$ cat src/rtl/sram_arb_pkg.sv
// Shared types and defaults for the two-master SRAM arbiter.
// Optional feature: define SRAM_ARB_PRIORITY_EN for fixed master-0 priority.
package sram_arb_pkg;

    localparam int DEF_MAX_BURST   = 8;
    localparam int DEF_OUTSTANDING = 4;

    typedef enum logic [1:0] {
        IDLE   = 2'd0,
        GRANT0 = 2'd1,
        GRANT1 = 2'd2
    } arb_state_t;

    typedef logic master_id_t;

    localparam master_id_t MASTER0 = 1'b0;
    localparam master_id_t MASTER1 = 1'b1;

    function automatic arb_state_t grant_state(input master_id_t id);
        return (id == MASTER1) ? GRANT1 : GRANT0;
    endfunction

endpackage

$ cat src/rtl/sram_arb_owner_fifo.sv
// Records which master issued each outstanding read so returning data can be steered.
// Pops on an empty FIFO are ignored; the caller flags them as orphans.
module sram_arb_owner_fifo
    import sram_arb_pkg::*;
#(
    parameter int DEPTH = DEF_OUTSTANDING
) (
    input  logic       clk,
    input  logic       rst,
    input  logic       i_push,
    input  master_id_t i_push_id,
    input  logic       i_pop,
    output master_id_t o_head_id,
    output logic       o_full,
    output logic       o_empty
);

    localparam int PW = (DEPTH > 1) ? $clog2(DEPTH) : 1;
    localparam int CW = $clog2(DEPTH + 1);

    master_id_t     r_mem [DEPTH];
    logic [PW-1:0]  r_wr_ptr;
    logic [PW-1:0]  r_rd_ptr;
    logic [CW-1:0]  r_count;
    logic           w_do_push;
    logic           w_do_pop;

    assign o_full    = (r_count == CW'(DEPTH));
    assign o_empty   = (r_count == '0);
    assign w_do_push = i_push && !o_full;
    assign w_do_pop  = i_pop && !o_empty;
    assign o_head_id = r_mem[r_rd_ptr];

    // NOTE: storage is not reset; the count alone decides which entries are valid.
    always_ff @(posedge clk) begin
        if (w_do_push) r_mem[r_wr_ptr] <= i_push_id;
    end

    always_ff @(posedge clk or posedge rst) begin
        if (rst) begin
            r_wr_ptr <= '0;
            r_rd_ptr <= '0;
            r_count  <= '0;
        end else begin
            if (w_do_push)
                r_wr_ptr <= (r_wr_ptr == PW'(DEPTH - 1)) ? '0 : r_wr_ptr + PW'(1);
            if (w_do_pop)
                r_rd_ptr <= (r_rd_ptr == PW'(DEPTH - 1)) ? '0 : r_rd_ptr + PW'(1);
            case ({w_do_push, w_do_pop})
                2'b10:   r_count <= r_count + CW'(1);
                2'b01:   r_count <= r_count - CW'(1);
                default: r_count <= r_count;
            endcase
        end
    end

endmodule

$ cat src/rtl/sram_arbiter.sv
// Two-master Avalon arbiter in front of one SRAM slave, with burst-limited round-robin
// and read-data steering. Define SRAM_ARB_PRIORITY_EN to give master 0 fixed priority.
module sram_arbiter
    import sram_arb_pkg::*;
#(
    parameter int MAX_BURST   = DEF_MAX_BURST,
    parameter int OUTSTANDING = DEF_OUTSTANDING
) (
    input  logic        clk,
    input  logic        rst,
    input  logic        m0_read_n,
    input  logic        m0_write_n,
    input  logic [31:0] m0_address,
    input  logic [15:0] m0_writeData,
    input  logic [1:0]  m0_byteEnable_n,
    output logic        m0_waitrequest,
    output logic [15:0] m0_readData,
    output logic        m0_readdatavalid,
    input  logic        m1_read_n,
    input  logic        m1_write_n,
    input  logic [31:0] m1_address,
    input  logic [15:0] m1_writeData,
    input  logic [1:0]  m1_byteEnable_n,
    output logic        m1_waitrequest,
    output logic [15:0] m1_readData,
    output logic        m1_readdatavalid,
    output logic        s_read_n,
    output logic        s_write_n,
    output logic [31:0] s_address,
    output logic [15:0] s_writeData,
    output logic [1:0]  s_byteEnable_n,
    input  logic        s_waitrequest,
    input  logic [15:0] s_readData,
    input  logic        s_readdatavalid,
    output logic        err_orphan
);

    arb_state_t  r_state;
    master_id_t  r_last;
    logic [3:0]  r_burst_cnt;
    logic        r_err_orphan;

    logic        w_m0_req;
    logic        w_m1_req;
    logic        w_granted;
    master_id_t  w_sel_id;
    logic        w_sel_read_n;
    logic        w_sel_write_n;
    logic        w_sel_req;
    logic        w_eff_wait;
    logic        w_accept;
    logic        w_push;
    logic [4:0]  w_burst_next;
    logic        w_burst_done;
    logic        w_preempt;
    logic        w_leave;
    logic        w_other_req;
    master_id_t  w_tie_winner;
    logic        w_fifo_full;
    logic        w_fifo_empty;
    master_id_t  w_head_id;

    assign w_m0_req  = !m0_read_n || !m0_write_n;
    assign w_m1_req  = !m1_read_n || !m1_write_n;
    assign w_granted = (r_state != IDLE);
    assign w_sel_id  = (r_state == GRANT1) ? MASTER1 : MASTER0;

    // NOTE: every output of this block gets a default first, so no latch can be inferred.
    always_comb begin
        w_sel_read_n   = 1'b1;
        w_sel_write_n  = 1'b1;
        s_address      = '0;
        s_writeData    = '0;
        s_byteEnable_n = 2'b11;
        case (r_state)
            GRANT0: begin
                w_sel_read_n   = m0_read_n;
                w_sel_write_n  = m0_write_n;
                s_address      = m0_address;
                s_writeData    = m0_writeData;
                s_byteEnable_n = m0_byteEnable_n;
            end
            GRANT1: begin
                w_sel_read_n   = m1_read_n;
                w_sel_write_n  = m1_write_n;
                s_address      = m1_address;
                s_writeData    = m1_writeData;
                s_byteEnable_n = m1_byteEnable_n;
            end
            default: ;
        endcase
    end

    assign w_sel_req  = !w_sel_read_n || !w_sel_write_n;
    assign w_eff_wait = s_waitrequest || (!w_sel_read_n && w_fifo_full);
    assign w_accept   = w_granted && w_sel_req && !w_eff_wait;
    assign w_push     = w_accept && !w_sel_read_n;

    // A read is held off the slave while there is no room to record its owner.
    assign s_read_n  = w_sel_read_n || w_fifo_full;
    assign s_write_n = w_sel_write_n;

    assign m0_waitrequest   = (r_state == GRANT0) ? w_eff_wait : w_m0_req;
    assign m1_waitrequest   = (r_state == GRANT1) ? w_eff_wait : w_m1_req;
    assign m0_readData      = s_readData;
    assign m1_readData      = s_readData;
    assign m0_readdatavalid = s_readdatavalid && !w_fifo_empty && (w_head_id == MASTER0);
    assign m1_readdatavalid = s_readdatavalid && !w_fifo_empty && (w_head_id == MASTER1);
    assign err_orphan       = r_err_orphan;

    assign w_burst_next = {1'b0, r_burst_cnt} + 5'd1;
    assign w_burst_done = w_accept && (w_burst_next == 5'(MAX_BURST));
    assign w_other_req  = (r_state == GRANT0) ? w_m1_req : w_m0_req;

`ifdef SRAM_ARB_PRIORITY_EN
    assign w_preempt    = (r_state == GRANT1) && w_accept && w_m0_req;
    assign w_tie_winner = MASTER0;
`else
    assign w_preempt    = 1'b0;
    assign w_tie_winner = ~r_last;
`endif

    assign w_leave = !w_sel_req || w_burst_done || w_preempt;

    always_ff @(posedge clk or posedge rst) begin
        if (rst) begin
            r_state      <= IDLE;
            r_last       <= MASTER1;
            r_burst_cnt  <= '0;
            r_err_orphan <= 1'b0;
        end else begin
            if (s_readdatavalid && w_fifo_empty) r_err_orphan <= 1'b1;
            case (r_state)
                IDLE: begin
                    r_burst_cnt <= '0;
                    if (w_m0_req && w_m1_req) begin
                        r_state <= grant_state(w_tie_winner);
                        r_last  <= w_tie_winner;
                    end else if (w_m0_req) begin
                        r_state <= GRANT0;
                        r_last  <= MASTER0;
                    end else if (w_m1_req) begin
                        r_state <= GRANT1;
                        r_last  <= MASTER1;
                    end
                end
                GRANT0, GRANT1: begin
                    if (w_leave) begin
                        r_burst_cnt <= '0;
                        if (w_other_req) begin
                            r_state <= grant_state(~w_sel_id);
                            r_last  <= ~w_sel_id;
                        end else begin
                            r_state <= IDLE;
                        end
                    end else if (w_accept) begin
                        r_burst_cnt <= w_burst_next[3:0];
                    end
                end
                default: r_state <= IDLE;
            endcase
        end
    end

    sram_arb_owner_fifo #(
        .DEPTH (OUTSTANDING)
    ) u_owner_fifo (
        .clk       (clk),
        .rst       (rst),
        .i_push    (w_push),
        .i_push_id (w_sel_id),
        .i_pop     (s_readdatavalid),
        .o_head_id (w_head_id),
        .o_full    (w_fifo_full),
        .o_empty   (w_fifo_empty)
    );

endmodule

$ cat config.mk
export PLATFORM = sky130hd
export DESIGN_NAME = sram_arbiter
export DESIGN_NICKNAME = d
export VERILOG_FILES = /design/src/rtl/sram_arb_pkg.sv /design/src/rtl/sram_arb_owner_fifo.sv /design/src/rtl/sram_arbiter.sv
export SDC_FILE = /design/constraint.sdc
export NUM_CORES = 1
export LEC_CHECK = 0
export CORE_MARGIN = 2
export CORE_UTILIZATION = 29
export DETAILED_ROUTE_END_ITERATION = 12
export GPL_TIMING_DRIVEN = 1
export PLACE_DENSITY = 0.82
export SYNTH_ARGS = -nofsm -noshare
export SYNTH_HDL_FRONTEND = slang
export SYNTH_SLANG_ARGS = --single-unit
$ cat constraint.sdc
create_clock -name clk -period 3.3 [get_ports clk]
set_input_delay 0.825 -clock clk [delete_from_list [all_inputs] [get_ports clk]]
set_output_delay 0.825 -clock clk [all_outputs]
set_load 0.005 [all_outputs]
==> metrics.md <==
| Metric | Value |
|---|---|
| XOR/XNOR share of the synthesized area | 1.31% |
| Initial drt markers | 107 |
| Async SR Flop Fraction | 78.9% |
| Reg2reg path depth | 15 |
| Clock transition at path regs | 0.07 ns |
| Post-synth EDFFs | 4 |
| FF-to-FF Start | r_state[0] |
| CTS Buffer Depth | 2 |
| Pins over their slew limit | 0 |
| Simple-gate share of the synthesized area | 12.3% |
| Crit path DAT | 2.41 ns |
| Hold path startpoint | err_orphan |
| Worst slew margin | 60.4% |
| Hold Crit Endpoint | err_orphan |
| Vias in the first global route | 2065 |
| Cell count after synthesis | 216 |
| Required @ worst endpoint | 2.47 ns |
| Final min period | 3.23 ns |
| Synthesized flop and latch total | 19 |
| Netlist cell types | 46 |
| H-tree depth | 1 |
| Die Width | 87.0 µm |
| Post-synth top area share | 21.0% |
| Peak Freq | 309 MHz |
| Total Wirelength | 7.53 mm |
| Synth area leaders | a22o_1, dfrtp_1, buf_4, ha_1, edfxtp_1 |
| Total track usage | 17.7% |
| Remaining antenna violation count after routing | 0 |
| PD cells | 738 nW/µm² |
| Setup violators final | 0 |
| N_diodes | 0 |
| Top_reg_cell synth | dfrtp_1 |
| R2r setup slk | 0.62 ns |
| Status | complete, no violations |
| Multiplexer area fraction after synthesis | 5.20% |
| Post-Layout Cell Count | 429 |
| Area grow syn2layout | 81.9% |
| # port buffers | 164 |
| Synth Area per Inst | 9.25 µm² |
| Number of placed instances, taps included | 422 |
| Drt drc | 0 |
| Worst-Margin Slew | 0.593 ns |
| Total iterations of the first detailed-routing run | 4 |
| Fillers | 621 |
| DP HPWL | 6.06 mm |
| CP endpoint kind | output port |
| Hold crit path type | register to register |
| Post-Syn Nets | 353 |
| Remaining Overflow, GRT | 0 |
| First-pass GRT wire length | 10.4 mm |
| FF/Latch Area | 497 µm² |
| Layout cells sized above 1 | 9.46% |
| Post-synth top cells | a22o_1, buf_4, dfrtp_1 |
| Hold Path Cell Cnt | 1 |
| Final net count | 487 |
| Via density | 4.99 |
| Core Rows | 30 |
| Post-Synth Adder-Cell Area | 8.52% |
| I/O Pins | 213 |
| GPL Wtd Cong | 0.893 |
| Final worst-path cycle share | 98.0% |
| DR vias | 2141 |
| Initial antenna violation count | 0 |
| Largest net degree at the start of global routing | 49 |
| Yosys synthesis warning count | 0 |
| Multi-input logic area | 1170 µm² |
| Die ar. | 7570 µm² |
| Design Power | 2.68 mW |
| Crit path max fanout | 3 |
| CTS tree | done |
| Core ar. | 6720 µm² |
| Reg2reg end | u_owner_fifo.r_count[2] |
| Clock insertion delay at the later pin of the skew report | 0.25 ns |
| Average wire per standard cell | 17.5 µm |
| # Max-Cap Violations | 0 |
| Die Ht | 87.0 µm |
| Compound-gate portion of the synthesized area | 31.0% |
| VDD IR max | 0.000378 V |
| CP Class | primary input to output port |
| CP startpoint kind | primary input |
| Largest family of logic cells by synthesized area | compound AO/OA/AOI/OAI gates |
| Clk root buf | clkbuf_8 |
| # clock sinks | 19 |
| Synth Cell Area | 2000 µm² |
| Worst clock skew | 0.00135 ns |
| Leakage power | 1.47 nW |
| Cts bufs inserted | 3 |
| Register area share after synthesis | 24.9% |
| Initial Util | 29.7% |
| Fin. Hold Viols | 0 |
| Most common cell in the netlist | a22o_1 |
| Largest area contributor in the netlist | a22o_1 |
## what timing repair did
item                       CTS  global route
hold buffers                 0             0
buffers inserted             0             1
setup endpoints to repair    0             4
gates resized for setup      0             2
## cell type report
| cell class | count | share of cell area [%] |
|---|---|---|
| Timing Repair Buffer | 173 | 48.8 |
| Multi-Input combinational cell | 141 | 32.3 |
| Sequential cell | 19 | 13.7 |
| Tap cell | 80 | 2.75 |
| Inverter | 12 | 1.24 |
| Clock buffer | 3 | 1.14 |
| Clock inverter | 1 | 0.138 |
## flip-flops by register name, summed over array words and instances (netlist names)
register	cells
r_burst_cnt	4
u_owner_fifo.r_count	3
u_owner_fifo.r_wr_ptr	2
r_state	2
err_orphan	1
u_owner_fifo.r_mem	4
r_last	1
u_owner_fifo.r_rd_ptr	2
## worst max-delay path by stage
| stage | start | to | slack [ns] |
|---|---|---|---|
| after floorplan | r_state[0] | s_address[15] | 0.70 |
| after global placement | m0_read_n | m0_waitrequest | 0.09 |
| after detailed placement | m0_read_n | m0_waitrequest | 0.06 |
| after CTS | m0_read_n | m0_waitrequest | 0.06 |
| after global routing | m0_read_n | s_read_n | -0.002 |
| final | m0_read_n | s_read_n | 0.07 |
## power by group
part	total [mW]	leakage, nW	switching, mW	internal, mW
clock network	0.164	0.0255	0.0803	0.0839
registers	0.425	0.219	0.0861	0.338
logic	2.09	1.22	0.890	1.20
total	2.68	1.47	1.06	1.63
## cell families after synthesis
logic type | Yosys count
muxes | 8
AOI/OAI and AO/OA | 74
buffers and inverters | 56
DFF | 19
adders and majority gates | 13
xor gates and xnor gates | 3
and+or+nand+nor | 43
## cells in the final DEF (no fill, tap or decap), types with 2 or more instances in the layout
cell | Yosys | layout
ha_1 | 12 | 12
mux2_2 | 5 | 5
a21oi_1 | 3 | 3
xor2_1 | 2 | 2
dfrtp_1 | 14 | 14
edfxtp_1 | 4 | 4
clkbuf_8 | 0 | 3
buf_12 | 0 | 2
nor3_1 | 3 | 3
buf_4 | 32 | 5
clkdlybuf4s50_1 | 0 | 162
and2_1 | 5 | 5
a22o_1 | 48 | 48
dlymetal6s2s_1 | 0 | 2
a21o_1 | 2 | 2
o211ai_1 | 2 | 2
a221o_2 | 2 | 2
inv_1 | 12 | 12
nand2_1 | 9 | 9
nand2b_1 | 3 | 3
o21ai_0 | 9 | 9
nor2_1 | 11 | 10
and2_2 | 2 | 2
clkbuf_16 | 0 | 2
## worst max-delay path: stages
cell and delay (ns):
clkdlybuf4s50_1 0.49, a22oi_2 0.11, buf_4 0.15, and2_2 0.19, nand2_1 0.12, clkdlybuf4s50_1 0.53
## layer usage
| layer | vias to the layer above | GRT usage (%) | part of all wire [%] |
|---|---|---|---|
| li1 | 1034 | - | - |
| met1 | 992 | 20.1 | 39 |
| met2 | 105 | 32.3 | 52 |
| met3 | 10 | 4.17 | 5.5 |
| met4 | 0 | 5.82 | 2.7 |
| met5 | - | 0 | 0 |
## per-stage QoR
| step | util, % | cell area (µm²) | TNS [ns] | worst slack, ns | hold WS (ns) |
|---|---|---|---|---|---|
| after detailed placement | 52.5 | 3530 | 0 | 0.0588 | 0.456 |
| final | 54.1 | 3630 | 0 | 0.0656 | 0.467 |
| after CTS | 53.2 | 3570 | 0 | 0.0628 | 0.473 |
| after global routing | 54.1 | 3630 | -0.00208 | -0.00208 | 0.485 |
| after global placement | 52.5 | 3530 | 0 | 0.0920 | 0.440 |
| after floorplan | - | 2000 | 0 | 0.700 | 0.451 |
No activity file was read; power rests on OpenSTA's default activity.
